File: src/rtl/inst_encoder.sv
// Symbolic MIPS instruction encoder: packs kind/field requests into 32-bit
// words, queues them in a 2-entry FIFO tagged with sequential word addresses,
// and writes them out to instruction memory.
module inst_encoder #(
  parameter int          ADDR_W    = 8,
  parameter int unsigned BASE_ADDR = 0
) (
  input  logic              clk,
  input  logic              rst_n,
  input  logic              clr,
  input  logic              req_valid,
  output logic              req_ready,
  input  logic [3:0]        req_kind,
  input  logic [4:0]        req_rs,
  input  logic [4:0]        req_rt,
  input  logic [4:0]        req_rd,
  input  logic [15:0]       req_imm,
  input  logic [25:0]       req_target,
  output logic              wr_valid,
  input  logic              wr_ready,
  output logic [ADDR_W-1:0] wr_addr,
  output logic [31:0]       wr_data,
  output logic              err_illegal,
  output logic [7:0]        illegal_cnt,
  output logic              addr_wrap
);

  localparam logic [ADDR_W-1:0] BASE = ADDR_W'(BASE_ADDR);

  logic [31:0]       enc_word;
  logic              legal;
  logic [1:0]        count;
  logic [31:0]       data0, data1;
  logic [ADDR_W-1:0] addr0, addr1;
  logic [ADDR_W-1:0] ptr;
  logic              run;
  logic              accept, push, bad, pop;

  // Combinational encoder; kinds 14-15 leave legal low.
  always_comb begin
    enc_word = '0;
    legal    = 1'b1;
    case (req_kind)
      4'd0:  enc_word = {6'b000000, req_rs, req_rt, req_rd, 5'b0, 6'b100100};
      4'd1:  enc_word = {6'b000000, req_rs, req_rt, req_rd, 5'b0, 6'b100101};
      4'd2:  enc_word = {6'b000000, req_rs, req_rt, req_rd, 5'b0, 6'b100000};
      4'd3:  enc_word = {6'b000000, req_rs, req_rt, req_rd, 5'b0, 6'b100010};
      4'd4:  enc_word = {6'b000000, req_rs, req_rt, req_rd, 5'b0, 6'b101010};
      4'd5:  enc_word = {6'b001100, req_rs, req_rt, req_imm};
      4'd6:  enc_word = {6'b001101, req_rs, req_rt, req_imm};
      4'd7:  enc_word = {6'b001110, req_rs, req_rt, req_imm};
      4'd8:  enc_word = {6'b001111, 5'b0, req_rt, req_imm};
      4'd9:  enc_word = {6'b001000, req_rs, req_rt, req_imm};
      4'd10: enc_word = {6'b100011, req_rs, req_rt, req_imm};
      4'd11: enc_word = {6'b101011, req_rs, req_rt, req_imm};
      4'd12: enc_word = {6'b000100, req_rs, req_rt, req_imm};
      4'd13: enc_word = {6'b000010, req_target};
      default: legal = 1'b0;
    endcase
  end

  // req_ready depends only on registered state and clr, never on wr_ready.
  assign req_ready = run && (count < 2'd2) && !clr;
  assign accept    = req_valid && req_ready;
  assign push      = accept && legal;
  assign bad       = accept && !legal;
  assign wr_valid  = (count != 2'd0);
  assign pop       = wr_valid && wr_ready;
  assign wr_data   = data0;
  assign wr_addr   = addr0;

  // Holds req_ready low until the first clock after reset release.
  always_ff @(posedge clk or negedge rst_n) begin
    if (!rst_n) run <= 1'b0;
    else        run <= 1'b1;
  end

  // Two-slot FIFO; slot 0 is the head and drives the write port directly.
  always_ff @(posedge clk or negedge rst_n) begin
    if (!rst_n) begin
      count <= 2'd0;
      data0 <= '0;
      data1 <= '0;
      addr0 <= BASE;
      addr1 <= BASE;
    end else if (clr) begin
      count <= 2'd0;
    end else if (pop && count == 2'd2) begin
      data0 <= data1;
      addr0 <= addr1;
      count <= 2'd1;
    end else if (pop && push) begin
      data0 <= enc_word;
      addr0 <= ptr;
    end else if (pop) begin
      count <= count - 2'd1;
    end else if (push) begin
      if (count == 2'd0) begin
        data0 <= enc_word;
        addr0 <= ptr;
      end else begin
        data1 <= enc_word;
        addr1 <= ptr;
      end
      count <= count + 2'd1;
    end
  end

  // Address pointer and sticky error/wrap status.
  always_ff @(posedge clk or negedge rst_n) begin
    if (!rst_n) begin
      ptr         <= BASE;
      err_illegal <= 1'b0;
      illegal_cnt <= 8'd0;
      addr_wrap   <= 1'b0;
    end else if (clr) begin
      ptr         <= BASE;
      err_illegal <= 1'b0;
      illegal_cnt <= 8'd0;
      addr_wrap   <= 1'b0;
    end else begin
      if (push) begin
        ptr <= ptr + ADDR_W'(1);
        if (&ptr) addr_wrap <= 1'b1;
      end
      if (bad) begin
        err_illegal <= 1'b1;
        if (illegal_cnt != 8'hFF) illegal_cnt <= illegal_cnt + 8'd1;
      end
    end
  end

endmodule

File: config.mk
export PLATFORM = sky130hd
export DESIGN_NAME = inst_encoder
export DESIGN_NICKNAME = d
export VERILOG_FILES = /design/src/rtl/inst_encoder.sv
export SDC_FILE = /design/constraint.sdc
export NUM_CORES = 1
export LEC_CHECK = 0
export ABC_CLOCK_PERIOD_IN_PS = 2200
export BUFFER_PORTS_ARGS = -buffer_cell sky130_fd_sc_hd__buf_2
export CORE_ASPECT_RATIO = 0.9
export CORE_UTILIZATION = 54
export CTS_CLUSTER_SIZE = 30
export DETAILED_ROUTE_END_ITERATION = 6
export GPL_ROUTABILITY_DRIVEN = 1
export HOLD_SLACK_MARGIN = 0.02
export PLACE_DENSITY_LB_ADDON = 0.15
export SYNTH_ARGS = -nofsm -noshare
export SYNTH_HDL_FRONTEND = slang
export SYNTH_SLANG_ARGS = --single-unit
File: constraint.sdc
create_clock -name clk -period 2.2 [get_ports clk]
set_input_delay 0.11 -clock clk [delete_from_list [all_inputs] [get_ports clk]]
set_output_delay 0.11 -clock clk [all_outputs]
set_load 0.02 [all_outputs]
* After elaboration in Yosys (flattened, before gate mapping)
Index checks and enable logic that the tools add are counted.
** Operators by class
- Eq/ne operators :: 17
- Multiply operators :: 0
- Bitwise logic cells :: 5
- Muxes and demuxes :: 27
- Add/subtract/negate cells :: 4
- Div/mod/pow operators :: 0
- $lt $le $gt $ge :: 1
- Reductions and logical operators :: 27
- Shifts and indexed selects :: 0
** Operators with widths (count)
- one-hot mux 32 bit (14 select lines) :: 1
- two-way mux 32 bit :: 5
- two-way mux 8 bit :: 10
- == test 4 bit (second input constant) :: 6
- adder 8 x 1 -> 8 bit (second input constant) :: 2
- == test 4 x 3 -> 1 bit (second input constant) :: 4
- OR reduction 14 bit :: 1
- two-way mux 2 bit :: 5
- nonzero test 2 bit :: 5
- == test 4 x 2 -> 1 bit (second input constant) :: 2
- logical AND 1 bit :: 8
- != test 8 bit (second input constant) :: 1
- AND reduction 8 bit :: 1
- two-way mux 1 bit :: 6
- AND reduction 2 bit :: 3
- AND reduction 6 bit :: 1
- nonzero test 3 bit :: 2
- NOT 1 bit :: 5
- == test 4 x 1 -> 1 bit (second input constant) :: 1
- zero test 4 bit :: 1
- AND reduction 4 bit :: 1
- nonzero test 4 bit :: 1
- != test 3 x 1 -> 1 bit (second input constant) :: 1
- != test 3 bit (second input constant) :: 1
- other kinds (6) :: 7
** Word-level totals
- RAM bits :: 0
- Bits in latches :: 0
- Memories :: 0
- Output and inout bits :: 52
- Memory bits (read-only) :: 0
- Register bits after elaboration :: 101

* Longest topological paths before layout
Gate-level depths: netlist (run 1).
- Depth in word-level cells :: 10
- Depth in mapped cells :: 7

* Worst setup path after synthesis (run 1)
No wires, ideal clock.
- Path kind :: reg-to-reg
- Start :: register count[1]
- End :: register data0[23] (netlist: wr_data[23])
- Buffers on the path :: 3
- Stages on the path, launching flop included :: 8
- Required time :: 2075 ps
- Slack :: 364 ps
- Arrival :: 1711 ps
- Period minus slack after synthesis :: 1836 ps
- Path through :: dfrtp_1 > buf_2 > and4bb_2 > a31oi_4 > or2_1 > buf_2 > buf_4 > mux2_2
** On the way
- Longest elaborated chain between the ends :: 8
- Elaborated cells on any way between the ends :: 17
** RTL lines
- start, declared :: RTL line 32 : logic [1:0] count;
- start signal, assigned :: RTL line 96 : count <= count - 2'd1;
- start signal, assigned :: RTL line 105 : count <= count + 2'd1;
- < comparator 2 bit :: RTL line 63 : assign req_ready = run && (count < 2'd2) && !clr;
- logical AND 1 bit (2 in series) :: RTL line 63
- logical AND 1 bit :: RTL line 64 : assign accept = req_valid && req_ready;
- logical AND 1 bit :: RTL line 65 : assign push = accept && legal;
- logical AND 1 bit :: RTL line 92 : end else if (pop && push) begin
- != test 3 x 1 -> 1 bit (no source line), or another cell as far along
- AND reduction 4 bit (no source line) / two-way mux 32 bit (equally long branches)
- end signal, assigned :: RTL line 89 : data0 <= data1;
- end signal, assigned :: RTL line 93 : data0 <= enc_word;
- end signal, assigned :: RTL line 99 : data0 <= enc_word;
- end, declared :: RTL line 33 : logic [31:0] data0, data1;
Parallel ways exist; a longest one is shown, timed or not.
A chain may end at the register's enable or synchronous reset.

* Worst setup path after layout (run 1)
- Start :: register count[1]
- End :: register illegal_cnt[7]
** On the way
- Longest elaborated chain between the ends :: 7
** RTL lines
- < comparator 2 bit :: RTL line 63
- logical AND 1 bit (2 in series) :: RTL line 63
- logical AND 1 bit :: RTL line 64
- logical AND 1 bit :: RTL line 66 : assign bad = accept && !legal;
- nonzero test 2 bit (no source line)
- AND reduction 2 bit (no source line)
- end signal, assigned :: RTL line 128 : if (illegal_cnt != 8'hFF) illegal_cnt <= illegal_cnt + 8'd1;
- end, declared :: RTL line 24 : output logic [7:0] illegal_cnt,
No other way between the ends.

==> results of run 1 <==
==> timing repair <==
item                      CTS  global route
setup buffers               0             0
hold buffers                1             0
hold endpoints to repair   38             0
==> cell usage in the layout (no fill, tap or decap), types with 5 or more instances in the layout <==
| cell | count |
|---|---|
| sky130_fd_sc_hd__buf_2 | 115 |
| sky130_fd_sc_hd__dfrtp_1 | 99 |
| sky130_fd_sc_hd__o21ai_0 | 78 |
| sky130_fd_sc_hd__nand2_1 | 39 |
| sky130_fd_sc_hd__nor2_1 | 28 |
| sky130_fd_sc_hd__mux2_2 | 26 |
| sky130_fd_sc_hd__o31ai_1 | 16 |
| sky130_fd_sc_hd__a21oi_1 | 15 |
| sky130_fd_sc_hd__mux2i_1 | 14 |
| sky130_fd_sc_hd__a22oi_1 | 14 |
| sky130_fd_sc_hd__buf_4 | 13 |
| sky130_fd_sc_hd__nand3_1 | 12 |
| sky130_fd_sc_hd__o211ai_1 | 10 |
| sky130_fd_sc_hd__a221oi_1 | 9 |
| sky130_fd_sc_hd__nor3_1 | 9 |
| sky130_fd_sc_hd__clkbuf_8 | 9 |
| sky130_fd_sc_hd__nor2b_1 | 7 |
| sky130_fd_sc_hd__nand3b_1 | 6 |
| sky130_fd_sc_hd__a22o_1 | 6 |
| sky130_fd_sc_hd__inv_1 | 6 |
| sky130_fd_sc_hd__a32oi_1 | 5 |
==> flip-flops by register name, summed over array words and instances (netlist names) <==
signal	flops
wr_addr	8
wr_data	31
addr_wrap	1
run	1
illegal_cnt	8
ptr	8
addr1	8
data1	31
count	2
err_illegal	1
==> cell usage after synthesis, types with 2 or more instances <==
cell type,instances
sky130_fd_sc_hd__a211oi_1,2
sky130_fd_sc_hd__a21oi_1,15
sky130_fd_sc_hd__a221oi_1,9
sky130_fd_sc_hd__a22o_1,6
sky130_fd_sc_hd__a22oi_1,14
sky130_fd_sc_hd__a31oi_1,3
sky130_fd_sc_hd__a32o_1,2
sky130_fd_sc_hd__a32oi_1,5
sky130_fd_sc_hd__and3_1,3
sky130_fd_sc_hd__and3b_1,2
sky130_fd_sc_hd__buf_2,8
sky130_fd_sc_hd__buf_4,3
sky130_fd_sc_hd__clkbuf_1,33
sky130_fd_sc_hd__conb_1,2
sky130_fd_sc_hd__dfrtp_1,99
sky130_fd_sc_hd__ha_1,2
sky130_fd_sc_hd__inv_1,6
sky130_fd_sc_hd__mux2_2,26
sky130_fd_sc_hd__mux2i_1,14
sky130_fd_sc_hd__nand2_1,39
sky130_fd_sc_hd__nand2b_1,4
sky130_fd_sc_hd__nand3_1,12
sky130_fd_sc_hd__nand3b_1,6
sky130_fd_sc_hd__nor2_1,28
sky130_fd_sc_hd__nor2b_1,7
sky130_fd_sc_hd__nor3_1,9
sky130_fd_sc_hd__nor3b_1,3
sky130_fd_sc_hd__nor4b_1,2
sky130_fd_sc_hd__nor4bb_1,2
sky130_fd_sc_hd__o211ai_1,10
sky130_fd_sc_hd__o21a_1,2
sky130_fd_sc_hd__o21ai_0,78
sky130_fd_sc_hd__o21bai_1,2
sky130_fd_sc_hd__o2bb2ai_1,2
sky130_fd_sc_hd__o31ai_1,16
sky130_fd_sc_hd__or3_1,3
sky130_fd_sc_hd__or4_1,3
sky130_fd_sc_hd__xnor2_1,3
sky130_fd_sc_hd__xor2_1,4
==> metrics by stage <==
stage	total power, mW	area (sq um)	hold slack [ps]	cells
floorplan	2.60	5070	-186	511
global placement	2.90	5750	114	718
global route	4.32	5970	78.9	733
detailed placement	2.92	5750	119	718
CTS	4.14	5970	71.2	733
finish	4.13	5970	72.4	733
==> power by group <==
part | leakage, nW | switching [mW] | internal, mW
registers | 1.34 | 0.0911 | 1.99
clock network | 0.0972 | 0.623 | 0.626
logic | 1.36 | 0.480 | 0.319
total | 2.79 | 1.19 | 2.94
==> worst register-to-register path: stages, from the launching register on <==
cell                       delay [ps]
sky130_fd_sc_hd__dfrtp_1          450
sky130_fd_sc_hd__and4bb_2         520
sky130_fd_sc_hd__o211ai_2         310
sky130_fd_sc_hd__or4_1            540
sky130_fd_sc_hd__a21oi_1          150
==> kinds of logic (layout without fill, tap and decap cells) <==
group / count (synthesis) / after routing / synth area share
AOI/OAI and AO/OA: 173 / 173 / 0.220
other: 2 / 2 / 0.00148
and+or+nand+nor: 135 / 135 / 0.141
muxes: 40 / 40 / 0.0854
adders and majority gates: 3 / 3 / 0.00691
xor gates and xnor gates: 7 / 7 / 0.0121
DFF: 99 / 99 / 0.489
buffers and inverters: 52 / 152 / 0.0442
==> per-layer routing <==
metal  wire length, um  global-route usage  up-vias
li1                  -                   -     2071
met4               212              0.0929        0
met1              5610               0.360     2142
met2              5710               0.413      145
met5                 0                   0        -
met3               683              0.0402       16
==> layout make-up <==
| class | instances | area, sq um | share of cell area |
|---|---|---|---|
| Clock buffer | 9 | 124 | 0.0208 |
| Tap cell | 122 | 153 | 0.0256 |
| Multi-Input combinational cell | 360 | 2370 | 0.397 |
| Sequential cell | 99 | 2480 | 0.415 |
| Timing Repair Buffer | 132 | 743 | 0.125 |
| Clock inverter | 5 | 80.1 | 0.0134 |
| Inverter | 6 | 22.5 | 0.00377 |
==> path summary, 6_finish.rpt <==
check                      slack, ps       start  cells past startpoint             end
max                              150    count[1]                      4  illegal_cnt[7]
min                               70  req_imm[7]                      3        data1[7]
max reg2reg                      150    count[1]                      4  illegal_cnt[7]
min reg2reg                      490   data1[16]                      2       data1[16]
max in group asynchronous       1250       rst_n                      3     wr_data[28]
min in group asynchronous        250       rst_n                      2  illegal_cnt[5]
==> qor.log, run 1 <==
qor: placement.portBuffers 116
qor: sta.minimum_clock_period_after_layout 2050 ps
qor: worst_setup_path.worst_setup_path_start_kind flip-flop
qor: clocking.tritoncts_clock_tree yes
qor: detailed_routing.dr_vias_cell 5.97
qor: final_layout.fin_nets 676
qor: yosys.synthesis.area_per_instance 9.92 sq um
qor: worst_setup_path.worst-setup-path-type flip-flop to flip-flop
qor: die.die-area 0.00978 sq mm
qor: detailed_routing.drt_iter0_drc 249
qor: worst_setup_path.worstPathRequired 2490 ps
qor: final_layout.diodes 0
qor: power_and_ir_drop.power_per_cell_area 692 mW/mm^2
qor: placement.pre_cts_ws 176 ps
qor: yosys.synth-edff-count 0
qor: worst_setup_path.worst_path_fanout_max 15
qor: yosys.cell_accounting_for_the_most_synthesized_area sky130_fd_sc_hd__dfrtp_1
qor: placement.place_congestion 0.813
qor: detailed_routing.detailedRoute.firstPassIterationCount 6
qor: final_layout.fin_util 0.654
qor: clocking.tritoncts.num_buffers 9
qor: detailed_routing.post_drt_wl_per_cell 16.7 um
qor: die.io_pins 118
qor: worst_setup_path.worst_path_largest_cell_delay 540 ps
qor: clocking.clock_tree.htree_level_count 3
qor: sta.worst_slew_pin_slew 938 ps
qor: yosys.ys.flop_type sky130_fd_sc_hd__dfrtp_1
qor: final_layout.fillcell_total 780
qor: global_route.first_global_vias 3988
qor: die.floorplan.initialDensity 0.555
qor: die.die-width 104 um
qor: yosys.syn-num-nets 579
qor: status.run_status complete, no violations
qor: sta.clock_skew 10.3 ps
qor: yosys.synthTopCellsByArea sky130_fd_sc_hd__dfrtp_1 (49%), sky130_fd_sc_hd__o21ai_0 (7.7%), sky130_fd_sc_hd__mux2_2 (5.8%)
qor: yosys.yosys_warnings 0
qor: worst_setup_path.worst_path_max_delay_cell sky130_fd_sc_hd__or4_1
qor: clocking.cts.repair.resized 0
qor: clocking.clock-root-buffer sky130_fd_sc_hd__clkbuf_8
qor: final_layout.area_delta_synth_final 17.7%
qor: worst_setup_path.critPathTopFamily simple AND/OR/NAND/NOR gates
qor: clocking.worst_skew_pair.late_latency 360 ps
qor: global_route.grt_pass1_wl 19.8 mm
qor: yosys.synthesis.instances 511
qor: final_layout.final_layout_size_suffix_gt1_frac 0.293
qor: detailed_routing.number_of_nets_with_antenna_violations_after_routing 0
qor: yosys.async_reset_ff_frac 1.00
qor: clocking.cts_max_path_bufs 2
qor: placement.dp_hpwl 8.26 mm
qor: global_route.grt_max_degree 62
qor: worst_setup_path.critical_path_at 2340 ps
qor: die.fp-row-count 33
qor: detailed_routing.wirelength 12.2 mm
qor: sta.achievable-frequency 0.488 GHz
qor: yosys.synthDistinctLibCells 61
qor: worst_setup_path.critPathCaptureType flip-flop
qor: yosys.postSynthRegisterBits 99
qor: global_route.grt_antenna_before_repair 0
qor: yosys.synthDominantCellAreaShare 0.489
qor: worst_setup_path.crit_chain and4bb_2 -> o211ai_2 -> or4_1 -> a21oi_1
qor: detailed_routing.remaining_drc_errors 0
qor: sta.post-route-worst-setup-slack 151 ps
qor: sta.max_slew_headroom_at_the_worst_pin 0.370
qor: worst_setup_path.worstPathBufferInverterCount 0
qor: die.core_region_area 0.00913 sq mm
qor: sta.rsz_0062_raised_after_global_routing false
qor: yosys.synth_sequential_area_ratio 0.489
qor: clocking.cts_sinks 99
qor: die.die_height 93.9 um
qor: power_and_ir_drop.irDropWorstVdd 0.000435 V
qor: global_route.gr-usage-all-layers 0.259
qor: yosys.synth.cell_area 0.00507 sq mm
qor: sta.final_slew_viol_count 0
qor: flow_run.drv.max_cap_violation_count 0
qor: global_route.globalRouteOverflowTotal 0
qor: sta.finalHoldViolCount 0
qor: sta.finalSetupViolCount 0
qor: power_and_ir_drop.leakagePower 2.79 nW
qor: worst_hold_path.min_path_type input port to flip-flop
qor: sta.fin_crit_sh 0.932
qor: sta.tns_setup 0 ps
qor: clocking.cts.clk_slew.worst_paths 100 ps
qor: detailed_routing.routed-via-count 4374
No activity file was read; power rests on OpenSTA's default activity.
==> inputs of run 2 (changes only) <==
Settings changed: CORE_ASPECT_RATIO 0.9 to 0.7, CTS_CLUSTER_SIZE 30 to 24.
==> qor.log, run 2 (synthesis gave the netlist of run 1 again) <==
qor: status.run_status complete, no violations
qor: placement.dp_hpwl 8.58 mm [+3.9%]
qor: clocking.tritoncts_clock_tree yes
qor: clocking.tritoncts.num_buffers 9 [unchanged]
qor: worst_setup_path.critical_path_at 2350 ps [about the same]
qor: global_route.grt_pass1_wl 20.9 mm [+5.6%]
qor: global_route.grt_max_degree 58 [-6.5%]
qor: clocking.clock-root-buffer sky130_fd_sc_hd__clkbuf_16
qor: detailed_routing.remaining_drc_errors 0 [unchanged]
qor: sta.tns_setup 0 ps [unchanged]
qor: global_route.gr-usage-all-layers 0.270 [+0.0110]
qor: final_layout.multi_input_comb_area 0.00237 sq mm [unchanged]
qor: global_route.grt_antenna_before_repair 2 [+2]
qor: detailed_routing.m1_wire_length 5.83 mm [+4.0%]
qor: detailed_routing.wirelength 12.4 mm [+1.4%]
qor: die.io_pins 118 [unchanged]
qor: worst_hold_path.min_path_type input port to flip-flop
qor: final_layout.fin_nets 678 [+0.30%]
qor: detailed_routing.met2_wirelength_from_detailed_routing 5.61 mm [-1.8%]
qor: clocking.cts_max_path_bufs 2 [unchanged]
qor: worst_setup_path.worst_path_fanout_max 15 [unchanged]
qor: detailed_routing.drt_iter0_drc 295 [+18%]
qor: die.die_height 83.1 um [-12%]
qor: flow_run.drv.max_cap_violation_count 0 [unchanged]
qor: clocking.cts_sinks 99 [unchanged]
qor: final_layout.fillcell_total 750 [-3.8%]
qor: worst_setup_path.critPathCaptureType flip-flop
qor: worst_setup_path.worst_setup_path_start_kind flip-flop
qor: clocking.worst_skew_pair.late_latency 340 ps [-20 ps]
qor: sta.minimum_clock_period_after_layout 2080 ps [+32.8 ps]
qor: detailed_routing.post_drt_wl_per_cell 16.8 um [+0.55%]
qor: global_route.first_global_vias 4237 [+6.2%]
qor: final_layout.mostFrequentLayoutCell sky130_fd_sc_hd__buf_2
qor: sta.rsz_0062_raised_after_global_routing false
qor: worst_setup_path.worst_path_largest_cell_delay 540 ps [about the same]
qor: detailed_routing.top_signal_layer_used met4
qor: worst_setup_path.worst-setup-path-type flip-flop to flip-flop
qor: worst_setup_path.worstPathRequired 2470 ps [-20 ps]
qor: final_layout.most-common-layout-cells sky130_fd_sc_hd__buf_2 (115), sky130_fd_sc_hd__dfrtp_1 (99), sky130_fd_sc_hd__o21ai_0 (78)
qor: die.core_region_area 0.00907 sq mm [-0.59%]
qor: detailed_routing.dr_vias_cell 5.92 [-0.81%]
qor: final_layout.seq_area 0.00248 sq mm [unchanged]
qor: worst_setup_path.critPathTopFamily simple AND/OR/NAND/NOR gates
qor: power_and_ir_drop.power_per_cell_area 724 mW/mm^2 [+4.6%]
qor: die.die-area 0.00978 sq mm [about the same]
qor: sta.worst_slew_pin_slew 1030 ps [+95.6 ps]
qor: die.fp-row-count 29 [-12%]
qor: die.floorplan.initialDensity 0.559 [+0.00329]
qor: worst_setup_path.crit_chain and4bb_2 -> o211ai_2 -> or4_1 -> a21oi_1
qor: clocking.cts.clk_slew.worst_paths 70 ps [-30 ps]
qor: sta.fin_crit_sh 0.946 [+0.0149]
qor: final_layout.area_delta_synth_final 19.1%
qor: sta.final_slew_viol_count 0 [unchanged]
qor: worst_setup_path.worst_path_max_delay_cell sky130_fd_sc_hd__and4bb_2
qor: detailed_routing.number_of_nets_with_antenna_violations_after_routing 0 [unchanged]
qor: power_and_ir_drop.leakagePower 2.84 nW [+1.5%]
qor: final_layout.final_layout_size_suffix_gt1_frac 0.296 [+0.00345]
qor: global_route.globalRouteOverflowTotal 0 [unchanged]
qor: worst_setup_path.worstPathBufferInverterCount 0 [unchanged]
qor: placement.place_congestion 0.810 [-0.34%]
qor: clocking.cts.repair.resized 0 [unchanged]
qor: sta.achievable-frequency 0.480 GHz [-1.6%]
qor: detailed_routing.routed-via-count 4374 [unchanged]
qor: placement.portBuffers 116 [unchanged]
qor: sta.clock_skew 5.31 ps [-4.98 ps]
qor: sta.max_slew_headroom_at_the_worst_pin 0.306 [-0.0642]
qor: detailed_routing.detailedRoute.firstPassIterationCount 5 [-1]
qor: sta.finalHoldViolCount 0 [unchanged]
qor: clocking.clock_tree.htree_level_count 3 [unchanged]
qor: detailed_routing.met3RoutedLength 816 um [+19%]
qor: sta.finalSetupViolCount 0 [unchanged]
qor: power_and_ir_drop.irDropWorstVdd 0.000473 V [+8.8%]
qor: sta.final.hold.worst_slack 94.8 ps [+22.4 ps]
qor: die.die-width 118 um [+13%]
==> run 2: worst min-delay path: cells and delay by family <==
| kind | cells | cell delay, ps |
|---|---|---|
| AOI/OAI and AO/OA | 2 | 190 |
| buffers and inverters | 1 | 90 |
==> run 2: path summary, 6_finish.rpt <==
| kind | start | depth (start not counted) | endpoint | slack (ps) |
|---|---|---|---|---|
| max | count[1] | 4 | illegal_cnt[7] | 120 |
| min in group asynchronous | rst_n | 2 | illegal_cnt[4] | 370 |
| min reg2reg | data1[9] | 2 | data1[9] | 480 |
| max reg2reg | count[1] | 4 | illegal_cnt[7] | 120 |
| min | req_target[5] | 3 | data1[5] | 90 |
| max in group asynchronous | rst_n | 3 | data1[27] | 1130 |
==> run 2: cell type report <==
class	instances	area share
flip-flops and latches	99	0.410
multi-input cells	360	0.392
repair buffers	134	0.121
clock buffers	11	0.0419
well taps	124	0.0257
clock inverters	4	0.00435
inverters	6	0.00373
diodes	1	0.000415
==> run 2: what timing repair did <==
| action | 4_1_cts | 5_1_grt |
|---|---|---|
| hold buffers | 1 | 0 |
| setup buffers | 0 | 0 |
| hold endpoints to repair | 55 | 0 |
==> run 2: metal layers <==
metal,global-route usage,vias to the layer above
met2,0.404,136
met1,0.384,2141
met3,0.0714,13
met5,0,-
li1,-,2084
met4,0.0828,0
==> run 2: metrics by stage <==
stage | power [mW] | area [sq um] | cells | utilization | worst slack, ps
2_1_floorplan | 2.60 | 5070 | 511 | - | 364
3_3_place_gp | 2.90 | 5750 | 722 | 0.633 | 249
3_5_place_dp | 2.93 | 5750 | 722 | 0.633 | 178
4_1_cts | 4.41 | 6030 | 738 | 0.665 | 157
5_1_grt | 4.59 | 6040 | 739 | 0.666 | 49.6
6_report | 4.37 | 6040 | 739 | 0.666 | 118
==> run 2: report_power, final <==
part	total [mW]	internal [mW]	switching (mW)
clock	1.48	0.820	0.658
combinational	0.807	0.319	0.488
sequential	2.09	2.00	0.0921
==> inputs of run 3 (changes only) <==
Settings changed: GPL_TIMING_DRIVEN set to 0.
==> qor.log, run 3 (synthesis gave the netlist of run 1 again) <==
qor: final_layout.area_delta_synth_final 21.2%
qor: clocking.tritoncts.num_buffers 9 [unchanged]
qor: worst_setup_path.critical_path_at 2400 ps [+50 ps]
qor: clocking.worst_skew_pair.late_latency 350 ps [about the same]
qor: die.die-width 118 um [unchanged]
qor: clocking.cts_max_path_bufs 2 [unchanged]
qor: global_route.globalRouteOverflowTotal 0 [unchanged]
qor: worst_hold_path.min_path_type input port to flip-flop
qor: worst_setup_path.worst_setup_path_start_kind flip-flop
qor: global_route.gr-usage-all-layers 0.298 [+0.0285]
qor: sta.final.hold.worst_slack 93.0 ps [-1.81 ps]
qor: worst_setup_path.critPathTopFamily simple AND/OR/NAND/NOR gates
qor: worst_setup_path.critPathCaptureType flip-flop
qor: clocking.tritoncts_clock_tree yes
qor: power_and_ir_drop.power_per_cell_area 742 mW/mm^2 [+2.5%]
qor: final_layout.fin_util 0.677 [+0.0119]
qor: global_route.grt_antenna_before_repair 0 [-2]
qor: detailed_routing.number_of_nets_with_antenna_violations_after_routing 0 [unchanged]
qor: clocking.cts.clk_slew.worst_paths 70 ps [about the same]
qor: placement.place_congestion 0.842 [+3.9%]
qor: die.die_height 83.1 um [unchanged]
qor: die.floorplan.initialDensity 0.559 [unchanged]
qor: global_route.grt_pass1_wl 22.6 mm [+8.3%]
qor: sta.max_slew_headroom_at_the_worst_pin 0.504 [+0.198]
qor: worst_setup_path.worst_path_fanout_max 10 [-5]
qor: final_layout.diodes 0 [-1]
qor: die.die-area 0.00978 sq mm [unchanged]
qor: clocking.postCtsSetupBuffers 0 [unchanged]
qor: sta.final_slew_viol_count 0 [unchanged]
qor: detailed_routing.routed-via-count 4635 [+6.0%]
qor: worst_setup_path.worst_path_largest_cell_delay 380 ps [-160 ps]
qor: sta.finalHoldViolCount 0 [unchanged]
qor: detailed_routing.drt_iter0_drc 385 [+31%]
qor: worst_setup_path.critical_path_origin count[1]
qor: die.core_region_area 0.00907 sq mm [unchanged]
qor: final_layout.mostFrequentLayoutCell sky130_fd_sc_hd__buf_2
qor: placement.dp_hpwl 9.96 mm [+16%]
qor: sta.minimum_clock_period_after_layout 2180 ps [+93.1 ps]
qor: placement.portBuffers 114 [-1.7%]
qor: worst_setup_path.worstPathBufferInverterCount 3 [+3]
qor: worst_setup_path.crit_chain buf_2 -> and4bb_2 -> a31oi_4 -> or2_1 -> clkbuf_4 -> buf_2 -> o31ai_1
qor: flow_run.drv.max_cap_violation_count 0 [unchanged]
qor: final_layout.most-common-layout-cells sky130_fd_sc_hd__buf_2 (120), sky130_fd_sc_hd__dfrtp_1 (99), sky130_fd_sc_hd__o21ai_0 (78)
qor: detailed_routing.dr_vias_cell 6.04 [+2.1%]
qor: die.io_pins 118 [unchanged]
qor: die.fp-row-count 29 [unchanged]
qor: worst_hold_path.min_from req_target[16]
qor: sta.clock_skew 7.45 ps [+2.14 ps]
qor: detailed_routing.remaining_drc_errors 0 [unchanged]
qor: final_layout.final_layout_size_suffix_gt1_frac 0.278 [-0.0180]
qor: power_and_ir_drop.leakagePower 2.87 nW [+1.0%]
qor: final_layout.fin_nets 706 [+4.1%]
qor: detailed_routing.post_drt_wl_per_cell 18.3 um [+9.4%]
qor: worst_setup_path.reg2reg_slack 20 ps [-90 ps]
qor: detailed_routing.wirelength 14.1 mm [+14%]
qor: clocking.clock_tree.htree_level_count 3 [unchanged]
qor: worst_setup_path.worstPathRequired 2430 ps [-40 ps]
qor: sta.worst_slew_pin_slew 744 ps [-289 ps]
qor: worst_setup_path.worstReg2RegStart count[1]
qor: sta.fin_crit_sh 0.989 [+0.0423]
qor: worst_setup_path.worst-setup-path-type flip-flop to flip-flop
qor: clocking.cts_sinks 99 [unchanged]
qor: power_and_ir_drop.irDropWorstVdd 0.000499 V [+5.4%]
qor: status.run_status complete, no violations
qor: clocking.clock-root-buffer sky130_fd_sc_hd__clkbuf_16
qor: sta.finalSetupViolCount 0 [unchanged]
qor: final_layout.fillcell_total 757 [+0.93%]
qor: sta.rsz_0062_raised_after_global_routing true
qor: global_route.first_global_vias 4527 [+6.8%]
qor: sta.tns_setup 0 ps [unchanged]
qor: global_route.grt_max_degree 59 [+1.7%]
qor: detailed_routing.detailedRoute.firstPassIterationCount 5 [unchanged]
qor: worst_setup_path.worst_path_max_delay_cell sky130_fd_sc_hd__and4bb_2
qor: sta.achievable-frequency 0.460 GHz [-4.3%]
qor: worst_setup_path.crit_top_cell sky130_fd_sc_hd__buf_2
## run 3: changes by cell type in the layout (fill, tap and decap cells not counted), moves of 2 or more
cell	delta
sky130_fd_sc_hd__buf_2	+5
sky130_fd_sc_hd__clkbuf_2	+2
sky130_fd_sc_hd__buf_4	-13
sky130_fd_sc_hd__clkbuf_1	+31
## run 3: worst reg2reg max path, stage by stage (launching register included)
cell                       delay (ps)
sky130_fd_sc_hd__dfrtp_1          360
sky130_fd_sc_hd__buf_2            160
sky130_fd_sc_hd__and4bb_2         380
sky130_fd_sc_hd__a31oi_4          140
sky130_fd_sc_hd__or2_1            230
sky130_fd_sc_hd__clkbuf_4         200
sky130_fd_sc_hd__buf_2            230
sky130_fd_sc_hd__o31ai_1          350
## run 3: area by class of cell
| cell class | instances | area, sq um | area share |
|---|---|---|---|
| timing repair buffer | 116 | 603 | 0.0981 |
| tap | 124 | 155 | 0.0252 |
| multi-input combinational | 360 | 2370 | 0.385 |
| clock inverter | 5 | 60.1 | 0.00977 |
| buffer | 46 | 206 | 0.0336 |
| clock buffer | 11 | 253 | 0.0411 |
| inverter | 6 | 22.5 | 0.00367 |
| sequential | 99 | 2480 | 0.403 |
## run 3: timing repair
item                                   CTS  global route
endpoints found under the hold margin   57             0
setup endpoints to repair                0            15
resized for setup                        0             5
hold buffers                             1             0
## run 3: routing by layer
metal  GRT usage  up-vias  routed length (um)
met5           0        -                   0
li1            -     2128                   -
met4      0.0909        0                 207
met2       0.459      207                6350
met3      0.0810       20                1230
met1       0.412     2280                6280
## run 3: worst paths after layout
path                               end  depth (start not counted)
setup / recovery            wr_data[7]                          7
hold / removal               data1[16]                          3
setup reg to reg            wr_data[7]                          7
hold reg to reg              data1[16]                          2
max in group asynchronous  wr_data[16]                          3
min in group asynchronous  err_illegal                          2
## run 3: through the flow
stage | area, sq um | std cells | setup WS [ps] | power, mW
2_1_floorplan | 5070 | 511 | 364 | 2.60
3_3_place_gp | 5790 | 749 | 23.1 | 2.90
3_5_place_dp | 5820 | 750 | 82.2 | 2.93
4_1_cts | 6140 | 767 | 42.6 | 4.57
5_1_grt | 6140 | 767 | -1.58 | 4.73
6_report | 6140 | 767 | 24.6 | 4.56
## run 3: report_power, final
| group | internal [mW] | total [mW] | leakage, nW | switching (mW) |
|---|---|---|---|---|
| registers | 1.99 | 2.08 | 1.34 | 0.0898 |
| clock network | 0.948 | 1.65 | 0.152 | 0.701 |
| logic | 0.323 | 0.829 | 1.38 | 0.506 |
| total | 3.26 | 4.56 | 2.87 | 1.30 |
